--- config.mk ---
export PLATFORM = sky130hd
export DESIGN_NAME = spi_sclk_generator
export DESIGN_NICKNAME = d
export VERILOG_FILES = /design/src/rtl/spi_pkg.sv /design/src/rtl/spi_frac_accum.sv /design/src/rtl/spi_sclk_generator.sv
export SDC_FILE = /design/constraint.sdc
export NUM_CORES = 1
export LEC_CHECK = 0
export BUFFER_PORTS_ARGS = -buffer_cell sky130_fd_sc_hd__buf_2
export CORE_UTILIZATION = 40
export CTS_CLUSTER_SIZE = 40
export DETAILED_ROUTE_END_ITERATION = 12
export PLACE_DENSITY = 0.68
export SYNTH_ARGS = -nofsm -noshare
export SYNTH_HDL_FRONTEND = slang
export SYNTH_SLANG_ARGS = --single-unit
--- constraint.sdc ---
create_clock -name clock -period 10.78 [get_ports clock]
set_clock_uncertainty 0.2 [all_clocks]
set_input_delay 0 -clock clock [delete_from_list [all_inputs] [get_ports clock]]
set_output_delay 0 -clock clock [all_outputs]
set_load 0.01 [all_outputs]
--- src/rtl/spi_pkg.sv ---
// Shared definitions for the SPI master clocking blocks.
//   - FSM state encoding for the SCLK generator (idle / run / gap / done).
//   - Fixed-point helper: ONE for the default 7-bit fraction, plus fp_one() for other widths.
//   - CPHA strobe-selection encoding and the helper that classifies an edge as sampling.
package spi_pkg;

  localparam logic [1:0] StIdle = 2'd0;
  localparam logic [1:0] StRun  = 2'd1;
  localparam logic [1:0] StGap  = 2'd2;
  localparam logic [1:0] StDone = 2'd3;

  localparam int unsigned SpiFracW = 7;

  function automatic int unsigned fp_one(input int unsigned frac_w);
    return 32'd1 << frac_w;
  endfunction

  localparam int unsigned ONE = 32'd1 << SpiFracW;

  // CPHA value meaning: which half of each SCLK cycle carries the sampling edge.
  localparam logic CphaSampleLead  = 1'b0;
  localparam logic CphaSampleTrail = 1'b1;

  // Edge index parity: even = leading, odd = trailing. Every edge that is not a sampling
  // edge is a shifting edge.
  function automatic logic is_sample_edge(input logic cpha, input logic trailing);
    return (cpha == CphaSampleTrail) ? trailing : ~trailing;
  endfunction

endpackage

--- src/rtl/spi_frac_accum.sv ---
// Fixed-point half-period accumulator with edge-fire compare.
// Holds the half-period (integer.fraction) and counts down by ONE per advance; an edge fires
// when less than two whole cycles remain, and the half-period is added back. Fractional
// half-periods therefore produce dithered spacing (2.5 -> 2,3,2,3...).
// Ports:
//   clock, reset : system clock, synchronous active-high reset
//   load         : capture div_eff and preload the accumulator with it
//   advance      : step the accumulator by one cycle (caller applies clock enable)
//   div_eff      : half-period, already clamped to >= ONE by the caller
//   fire         : high during an advance cycle in which an edge fires
module spi_frac_accum
  import spi_pkg::*;
#(
  parameter int unsigned DIV_W  = 32,
  parameter int unsigned FRAC_W = 7
) (
  input  logic             clock,
  input  logic             reset,
  input  logic             load,
  input  logic             advance,
  input  logic [DIV_W-1:0] div_eff,
  output logic             fire
);

  localparam logic [DIV_W:0] One    = (DIV_W+1)'(fp_one(FRAC_W));
  localparam logic [DIV_W:0] TwoOne = One << 1;

  // One extra bit so acc - ONE + div cannot overflow (acc < 2*ONE whenever div is added).
  logic [DIV_W:0]   acc_q, acc_d;
  logic [DIV_W-1:0] div_q, div_d;

  assign fire = advance && (acc_q < TwoOne);

  always_comb begin
    acc_d = acc_q;
    div_d = div_q;
    if (load) begin
      acc_d = {1'b0, div_eff};
      div_d = div_eff;
    end else if (advance) begin
      acc_d = fire ? (acc_q - One + {1'b0, div_q}) : (acc_q - One);
    end
  end

  always_ff @(posedge clock) begin
    if (reset) begin
      acc_q <= '0;
      div_q <= '0;
    end else begin
      acc_q <= acc_d;
      div_q <= div_d;
    end
  end

endmodule

--- src/rtl/spi_sclk_generator.sv ---
// Fractional SCLK generator for the SPI master.
// On an accepted start it runs num_bits SCLK cycles with a fixed-point half-period, applies
// CPOL/CPHA and emits one-cycle sample/shift strobes, then pulses done.
// Optional feature macro: SPI_SCLK_INTERBYTE_GAP_EN adds gap_cycles, an idle gap (SCLK at
// CPOL) between the last edge and done.
// Ports:
//   clock, reset     : system clock, synchronous active-high reset (wins over enable)
//   enable           : clock enable; low freezes all state and masks all strobes
//   div_n            : SCLK half-period in cycles, FRAC_W fraction bits; < 1.0 acts as 1.0
//   cpol, cpha       : SPI mode; latched at accept
//   num_bits         : SCLK cycles per burst; 0 means start is ignored
//   start            : request; accepted only when idle, not busy and enabled
//   gap_cycles       : (macro only) enabled cycles of gap after the last edge
//   sclk             : SPI clock
//   sample_pulse     : strobe on each sampling edge
//   shift_pulse      : strobe on each shifting edge
//   busy             : high from the cycle after accept through the done cycle
//   done             : one-cycle strobe at burst end
module spi_sclk_generator
  import spi_pkg::*;
#(
  parameter int unsigned DIV_W  = 32,
  parameter int unsigned FRAC_W = 7,
  parameter int unsigned CNT_W  = 6
) (
  input  logic             clock,
  input  logic             reset,
  input  logic             enable,
  input  logic [DIV_W-1:0] div_n,
  input  logic             cpol,
  input  logic             cpha,
  input  logic [CNT_W-1:0] num_bits,
  input  logic             start,
`ifdef SPI_SCLK_INTERBYTE_GAP_EN
  input  logic [7:0]       gap_cycles,
`endif
  output logic             sclk,
  output logic             sample_pulse,
  output logic             shift_pulse,
  output logic             busy,
  output logic             done
);

  localparam logic [DIV_W-1:0] OneFp = DIV_W'(fp_one(FRAC_W));

  logic [1:0]       state_q, state_d;
  logic             cpol_q, cpol_d;
  logic             cpha_q, cpha_d;
  logic [CNT_W-1:0] nbits_q, nbits_d;
  logic [CNT_W:0]   cnt_q, cnt_d;
  logic             sclk_q, sclk_d;
  logic             sample_q, sample_d;
  logic             shift_q, shift_d;
  logic             done_q, done_d;
  logic             busy_q, busy_d;
`ifdef SPI_SCLK_INTERBYTE_GAP_EN
  logic [7:0]       gap_q, gap_d;
  logic [7:0]       gap_cnt_q, gap_cnt_d;
`endif

  logic             accept;
  logic             advance;
  logic             fire;
  logic             last_edge;
  logic [DIV_W-1:0] div_eff;

  assign div_eff   = (div_n < OneFp) ? OneFp : div_n;
  // busy_q is still high in the cycle after DONE, so a start there is ignored as well.
  assign accept    = enable && (state_q == StIdle) && !busy_q && start && (num_bits != '0);
  assign advance   = enable && (state_q == StRun);
  assign last_edge = (cnt_q == ({nbits_q, 1'b0} - (CNT_W+1)'(1)));

  spi_frac_accum #(
    .DIV_W  (DIV_W),
    .FRAC_W (FRAC_W)
  ) u_accum (
    .clock   (clock),
    .reset   (reset),
    .load    (accept),
    .advance (advance),
    .div_eff (div_eff),
    .fire    (fire)
  );

  always_comb begin
    state_d  = state_q;
    cpol_d   = cpol_q;
    cpha_d   = cpha_q;
    nbits_d  = nbits_q;
    cnt_d    = cnt_q;
    sclk_d   = sclk_q;
    sample_d = sample_q;
    shift_d  = shift_q;
    done_d   = done_q;
    busy_d   = busy_q;
`ifdef SPI_SCLK_INTERBYTE_GAP_EN
    gap_d     = gap_q;
    gap_cnt_d = gap_cnt_q;
`endif
    if (enable) begin
      // Strobes last exactly one enabled cycle.
      sample_d = 1'b0;
      shift_d  = 1'b0;
      done_d   = 1'b0;
      unique case (state_q)
        StIdle: begin
          sclk_d = cpol;
          busy_d = accept;
          if (accept) begin
            state_d = StRun;
            cpol_d  = cpol;
            cpha_d  = cpha;
            nbits_d = num_bits;
            cnt_d   = '0;
`ifdef SPI_SCLK_INTERBYTE_GAP_EN
            gap_d   = gap_cycles;
`endif
          end
        end
        StRun: begin
          if (fire) begin
            sclk_d = ~sclk_q;
            cnt_d  = cnt_q + (CNT_W+1)'(1);
            if (is_sample_edge(cpha_q, cnt_q[0])) begin
              sample_d = 1'b1;
            end else begin
              shift_d = 1'b1;
            end
            if (last_edge) begin
`ifdef SPI_SCLK_INTERBYTE_GAP_EN
              state_d   = (gap_q == 8'd0) ? StDone : StGap;
              gap_cnt_d = gap_q;
`else
              state_d = StDone;
`endif
            end
          end
        end
        StGap: begin
`ifdef SPI_SCLK_INTERBYTE_GAP_EN
          gap_cnt_d = gap_cnt_q - 8'd1;
          if (gap_cnt_q == 8'd1) begin
            state_d = StDone;
          end
`else
          state_d = StIdle;
`endif
        end
        StDone: begin
          done_d  = 1'b1;
          state_d = StIdle;
        end
      endcase
    end
  end

  always_ff @(posedge clock) begin
    if (reset) begin
      state_q   <= StIdle;
      cpol_q    <= 1'b0;
      cpha_q    <= 1'b0;
      nbits_q   <= '0;
      cnt_q     <= '0;
      sclk_q    <= 1'b0;
      sample_q  <= 1'b0;
      shift_q   <= 1'b0;
      done_q    <= 1'b0;
      busy_q    <= 1'b0;
`ifdef SPI_SCLK_INTERBYTE_GAP_EN
      gap_q     <= '0;
      gap_cnt_q <= '0;
`endif
    end else begin
      state_q   <= state_d;
      cpol_q    <= cpol_d;
      cpha_q    <= cpha_d;
      nbits_q   <= nbits_d;
      cnt_q     <= cnt_d;
      sclk_q    <= sclk_d;
      sample_q  <= sample_d;
      shift_q   <= shift_d;
      done_q    <= done_d;
      busy_q    <= busy_d;
`ifdef SPI_SCLK_INTERBYTE_GAP_EN
      gap_q     <= gap_d;
      gap_cnt_q <= gap_cnt_d;
`endif
    end
  end

  assign sclk         = sclk_q;
  assign busy         = busy_q;
  // A strobe that lands on a disabled cycle is held and shows in the next enabled cycle.
  assign sample_pulse = sample_q & enable;
  assign shift_pulse  = shift_q & enable;
  assign done         = done_q & enable;

endmodule

==> results of run 1 <==
kinds of logic (layout without fill, tap and decap cells):
logic type / count (synthesis) / in the layout / synth area share
AOI/OAI and AO/OA: 218 / 218 / 0.251
muxes: 8 / 8 / 0.0139
DFF: 86 / 86 / 0.299
and+or+nand+nor: 284 / 284 / 0.245
adders and majority gates: 36 / 36 / 0.0795
buffers and inverters: 48 / 127 / 0.0332
xor gates and xnor gates: 51 / 51 / 0.0776
area by class of cell:
cell class / instances / area (sq um) / share of cell area
inverter: 12 / 45.0 / 0.00651
clock buffer: 10 / 229 / 0.0331
clock inverter: 5 / 108 / 0.0155
tap: 180 / 225 / 0.0325
timing repair buffer: 100 / 733 / 0.106
multi-input combinational: 597 / 3860 / 0.558
sequential: 86 / 1720 / 0.249
state kept, by name, summed over array words and instances (netlist names):
| name | cells |
|---|---|
| cnt_q | 7 |
| sample_q | 1 |
| nbits_q | 6 |
| cpha_q | 1 |
| shift_q | 1 |
| u_accum.div_q | 32 |
| sclk | 1 |
| busy | 1 |
| u_accum.acc_q | 33 |
| state_q | 2 |
| done_q | 1 |
through the flow:
step                      utilization  total power [mW]
after global routing            0.495              1.09
final                           0.495              1.04
after CTS                       0.495              1.03
after floorplan                     -             0.589
after global placement          0.441             0.662
after detailed placement        0.441             0.663
worst max-delay path: stages, from the launching register on:
cell and delay, ns:
dfxtp_1 0.36, or4_4 0.59, nor4b_4 0.42, nand3_1 0.25, nor4_1 0.28, xor2_1 0.25, ha_1 0.36, a21oi_1 0.30
nor2b_1 0.08, or4b_2 0.62, o21ai_0 0.34, a21oi_1 0.18, a41oi_1 0.29, mux2i_1 0.21, nand2_1 0.06
Yosys cell counts, types with 6 or more instances:
library cell,instances
a211oi_1,8
a21o_1,15
a21oi_1,66
a221o_1,9
a221oi_1,9
a22o_1,23
a31oi_1,8
and2_1,6
and3_1,7
clkbuf_1,32
dfxtp_1,86
ha_1,35
inv_1,12
mux2i_1,8
nand2_1,76
nand2b_1,6
nand3_1,21
nand4_1,7
nor2_1,77
nor2b_1,9
nor3_1,27
nor4_1,11
o21a_1,9
o21ai_0,35
o22ai_1,6
or3_1,15
xnor2_1,23
xor2_1,28
path summary, 6_finish.rpt:
check	startpoint	to	slack, ns	cells past startpoint
max reg2reg	u_accum.acc_q[9]	u_accum.acc_q[32]	5.90	14
min reg2reg	u_accum.div_q[0]	u_accum.div_q[0]	0.26	2
min	start	nbits_q[1]	0.02	5
max	u_accum.acc_q[9]	u_accum.acc_q[32]	5.90	14
power groups by stage:
stage	Sequential, mW	Clock, mW	Combinational [mW]
after floorplan	0.360	0	0.229
after global placement	0.365	0	0.297
after detailed placement	0.365	0	0.297
after CTS	0.358	0.365	0.312
after global routing	0.362	0.378	0.350
final	0.359	0.362	0.318
repair_timing:
item                                    4_1_cts  5_1_grt
hold endpoints to repair                     76        0
endpoints found under the setup margin        0        0
hold buffers                                 41        0
routing by layer:
layer,GRT usage,up-vias,share of wire
li1,-,2842,-
met3,0.0375,29,0.056
met5,0,-,0
met2,0.386,185,0.47
met4,0.0810,0,0.021
met1,0.317,2758,0.46
==> summary.md, run 1 <==
| Metric | Value |
|---|---|
| Asr flop ratio synth | 0 |
| Num Clock Sinks | 86 |
| Vias post-DR | 5,814 |
| Crit end category | flip-flop |
| RSZ-0062 raised after global routing | no |
| Design area | 0.00692 sq mm |
| CP startpoint kind | flip-flop |
| Final wirelength | 17.1 mm |
| Root Driver | clkbuf_16 |
| Post-synthesis cell type with the largest combined area | dfxtp_1 |
| Largest net degree at the start of global routing | 56 |
| Slew Limit Fails | 0 |
| Grt total ovfl | 0 |
| Critical Path AT | 4.93 ns |
| Setup TNS | 0 ns |
| IO Pins | 49 |
| Post-placement cell count | 934 |
| Most frequent cells in the layout | dfxtp_1, nand2_1, nor2_1, a21oi_1, buf_2 |
| Peak supply drop | 0.0797 mV |
| Core box area | 0.0140 sq mm |
| Placement Setup Slack | 6.02 ns |
| Non-Filler Instances | 990 |
| Area growth from synthesis to layout | 20.2% |
| Maximum achievable frequency | 0.205 GHz |
| Post-route setup slack | 5.90 ns |
| Drt first pass iters | 6 |
| Setup violators final | 0 |
| Placer Congestion | 0.960 |
| Main synth FF type | dfxtp_1 |
| Worst Hold Class | in -> reg |
| Dpl cell area | 0.00617 sq mm |
| Post-synth cell types | 64 |
| Static Leak | 2.97 nW |
| I/O Buffers | 48 |
| FF+latch count, synth | 86 |
| Die Span Y | 122 um |
| Switching portion of total power | 0.330 |
| Die width | 122 um |
| NetSw | 0.343 mW |
| Die Footprint | 0.0149 sq mm |
| Proportion of layout cells with a drive suffix above 1 | 0.111 |
| Final Cycle Share | 0.453 |
| Worst-Margin Slew | 0.963 ns |
| Crit Path Class | reg -> reg |
| EDFF count, synth | 0 |
| Comb pwr share | 0.306 |
| Cells after Synth | 731 |
| Tot GR Track Use | 0.237 |
| Flop pwr share | 0.346 |
| Max FO, Critical Path | 9 |
| Number of global-route vias before repair | 5,376 |
| Pwr/cell area | 150 mW/mm^2 |
| Dpl hpwl | 11.7 mm |
| Initial antenna violation count | 0 |
| Starting density of the core | 0.412 |
| First-pass GRT wire length | 27.5 mm |
| Seq/Total Area, Yosys | 0.299 |
| Clk slew on worst S/H paths | 0.06 ns |
| Final #Nets | 886 |
| Clock Power Share | 0.348 |
| DR vias/cell | 5.87 |
| Max-cap check violation count | 0 |
| TritonCTS buffer count | 9 |
| # rows | 43 |
| Power Internal | 0.696 mW |
| Worst skew pair latency | 0.35 ns |
| Status | completed |
| Synthesized area | 0.00576 sq mm |
| Slew Limit Headroom | 0.355 |
| Data required time of the worst path | 10.83 ns |
| First DRT Iteration DRCs | 350 |
| Routed Antenna Nets | 0 |
| Ranking of synthesized cells by area | dfxtp_1, ha_1, a21oi_1 |
| Final Critical Period | 4.88 ns |
| H-tree levels | 3 |
| Diode count | 0 |
| Longest Clk Path Bufs | 2 |
| Mapped Nets | 811 |
| Post-CTS Resized | 0 |
| Remaining DRCs | 0 |
| Post-synth top area share | 0.299 |
| WL/cell | 17.3 um |
| WHS | 0.0155 ns |
| Avg Cell Area, Syn | 7.88 sq um |
| Commonest non-fill, non-tap cell in the layout | dfxtp_1 |
| Filler Cells Inserted | 1,370 |
| Setup bufs post-CTS | 0 |
| Final Hold Fails | 0 |
| Yosys Warn Count | 0 |
| TritonCTS clock tree | done |
(Power assumes the default switching activity.)
==> run 2: changes to the inputs <==
Clock period 10.78 ns to 4.6 ns, I/O delays scaled along.
==> run 2 against run 1 <==
  * Critical path depth is 2 higher
  * Die area unchanged
  * Total power grew 140%
  * Register-to-register slack worse by 5.7 ns
  * Utilization grew 1.4 points
  * Critical path type unchanged
  * Critical endpoint is now u_accum.acc_q[26]
  * Largest cell class unchanged
  * Largest power group is now registers
  * Highest routed layer unchanged
==> summary.md, run 2 (synthesis gave the netlist of run 1 again) <==
| Metric | Value |
|---|---|
| Longest Clk Path Bufs | 2 |
| Clk slew on worst S/H paths | 0.07 ns |
| Worst Hold Path EP | nbits_q[0] |
| Final Critical Period | 4.40 ns |
| Critical Path AT | 4.46 ns |
| Maximum achievable frequency | 0.227 GHz |
| Final #Nets | 899 |
| Diode count | 0 |
| Filler Cells Inserted | 1,372 |
| Final Hold Fails | 0 |
| Grt total ovfl | 0 |
| DR vias/cell | 5.77 |
| Top reg by flops | u_accum.acc_q |
| Starting density of the core | 0.412 |
| Switching portion of total power | 0.342 |
| TritonCTS buffer count | 9 |
| Final Cycle Share | 0.956 |
| Max FO, Critical Path | 6 |
| Num Clock Sinks | 86 |
| FF-to-FF Start | u_accum.acc_q[9] |
| Max-cap check violation count | 0 |
| R2R Setup Slk | 0.20 ns |
| Number of global-route vias before repair | 5,514 |
| Most frequent cells in the layout | dfxtp_1, nand2_1, nor2_1, a21oi_1, buf_2 |
| Vias post-DR | 5,792 |
| Crit end category | flip-flop |
| Reg2reg end | u_accum.acc_q[26] |
| NetSw | 0.838 mW |
| Data required time of the worst path | 4.66 ns |
| Drt first pass iters | 5 |
| Dpl hpwl | 12.0 mm |
| Die Span Y | 122 um |
| Clock Power Share | 0.336 |
| Hold path cells | 5 |
| Post-route setup slack | 0.201 ns |
| Die width | 122 um |
| Final wirelength | 17.1 mm |
| Routed Antenna Nets | 0 |
| Reg2Reg Depth | 16 |
| Status | completed |
| Power Internal | 1.61 mW |
| Placer Congestion | 0.910 |
| Slew Limit Fails | 0 |
| CP startpoint kind | flip-flop |
| Commonest non-fill, non-tap cell in the layout | dfxtp_1 |
| H-tree levels | 3 |
| IO Pins | 49 |
| First-pass GRT wire length | 27.8 mm |
| Slew Limit Headroom | 0.285 |
| First DRT Iteration DRCs | 466 |
| Top flop regs | u_accum.acc_q x33, u_accum.div_q x32, cnt_q x7 |
| Static Leak | 3.05 nW |
| Crit Path Class | reg -> reg |
| Worst-Margin Slew | 1.06 ns |
| # rows | 43 |
| I/O Buffers | 48 |
| Root Driver | clkbuf_16 |
| Area growth from synthesis to layout | 23.5% |
| Comb pwr share | 0.320 |
| Largest net degree at the start of global routing | 32 |
| Placement Setup Slack | 0.0313 ns |
| Worst Hold Class | in -> reg |
| TritonCTS clock tree | done |
| Core box area | 0.0140 sq mm |
| WL/cell | 17.0 um |
| Tot GR Track Use | 0.239 |
| RSZ-0062 raised after global routing | no |
| Hold_sp | start |
| Pwr/cell area | 344 mW/mm^2 |
| Setup violators final | 0 |
| Initial antenna violation count | 0 |
| Flop pwr share | 0.344 |
| Peak supply drop | 0.177 mV |
| Remaining DRCs | 0 |
| Proportion of layout cells with a drive suffix above 1 | 0.138 |
| Worst skew pair latency | 0.36 ns |
| Largest register FFs | 33 |
| Die Footprint | 0.0149 sq mm |
| Setup TNS | 0 ns |
-- run 2: metal layers --
| metal | share of wire | vias up | global-route usage | wire [um] |
|---|---|---|---|---|
| met3 | 0.064 | 41 | 0.0375 | 1090 |
| met4 | 0.025 | 0 | 0.0934 | 431 |
| li1 | - | 2867 | - | - |
| met1 | 0.45 | 2697 | 0.318 | 7760 |
| met2 | 0.46 | 187 | 0.385 | 7790 |
| met5 | 0 | - | 0 | 0 |
-- run 2: repair_timing --
action / in CTS / in global routing
hold buffers: 45 / 0
endpoints found under the hold margin: 76 / 0
buffers inserted: 3 / 0
pin swaps: 1 / 2
resized for setup: 0 / 16
endpoints found under the setup margin: 1 / 5
-- run 2: critical path, stage by stage (launching register included) --
cell     delay, ns
dfxtp_2       0.35
or4_4         0.58
nor4b_4       0.31
buf_4         0.18
nand2_1       0.09
or4_1         0.47
xnor2_2       0.16
ha_1          0.35
nand2_1       0.17
nor2_1        0.13
nand3_1       0.10
a31oi_2       0.30
nor2_1        0.13
a21o_1        0.22
o21ai_0       0.20
xor2_1        0.11
a31o_2        0.25
-- run 2: stage by stage --
step                hold slack [ns]  area [sq um]  power, mW  std cells  utilization
floorplan                   -0.0914          5760       1.38        731            -
global route                 0.0514          7110       2.57       1004        0.508
global placement             0.0152          6220       1.56        940        0.445
finish                       0.0145          7110       2.45       1004        0.508
CTS                          0.0110          7020       2.42       1004        0.502
detailed placement           0.0158          6220       1.57        940        0.445
-- run 2: layout make-up --
| class | count | area (sq um) | area share |
|---|---|---|---|
| repair buffers | 113 | 841 | 0.118 |
| flip-flops and latches | 86 | 1720 | 0.242 |
| inverters | 12 | 45.0 | 0.00633 |
| multi-input cells | 597 | 3950 | 0.555 |
| well taps | 180 | 225 | 0.0317 |
| clock inverters | 7 | 105 | 0.0148 |
| clock buffers | 9 | 225 | 0.0317 |
-- run 2: worst max path at each step --
stage                           from           endpoint  slack (ns)  depth (start not counted)
global route        u_accum.acc_q[9]  u_accum.acc_q[31]        0.01                         17
floorplan           u_accum.acc_q[9]  u_accum.acc_q[32]        0.32                         15
CTS                 u_accum.acc_q[9]  u_accum.acc_q[32]        0.02                         15
detailed placement  u_accum.acc_q[9]  u_accum.acc_q[31]        0.03                         16
global placement    u_accum.acc_q[9]  u_accum.acc_q[32]        0.11                         14
finish              u_accum.acc_q[9]  u_accum.acc_q[26]        0.20                         16
-- run 2: power by group through the flow --
stage | Clock (mW) | Sequential (mW) | Combinational, mW
2_1_floorplan | 0 | 0.844 | 0.536
3_3_place_gp | 0 | 0.855 | 0.708
3_5_place_dp | 0 | 0.856 | 0.711
4_1_cts | 0.826 | 0.839 | 0.757
5_1_grt | 0.857 | 0.849 | 0.869
6_report | 0.823 | 0.843 | 0.785
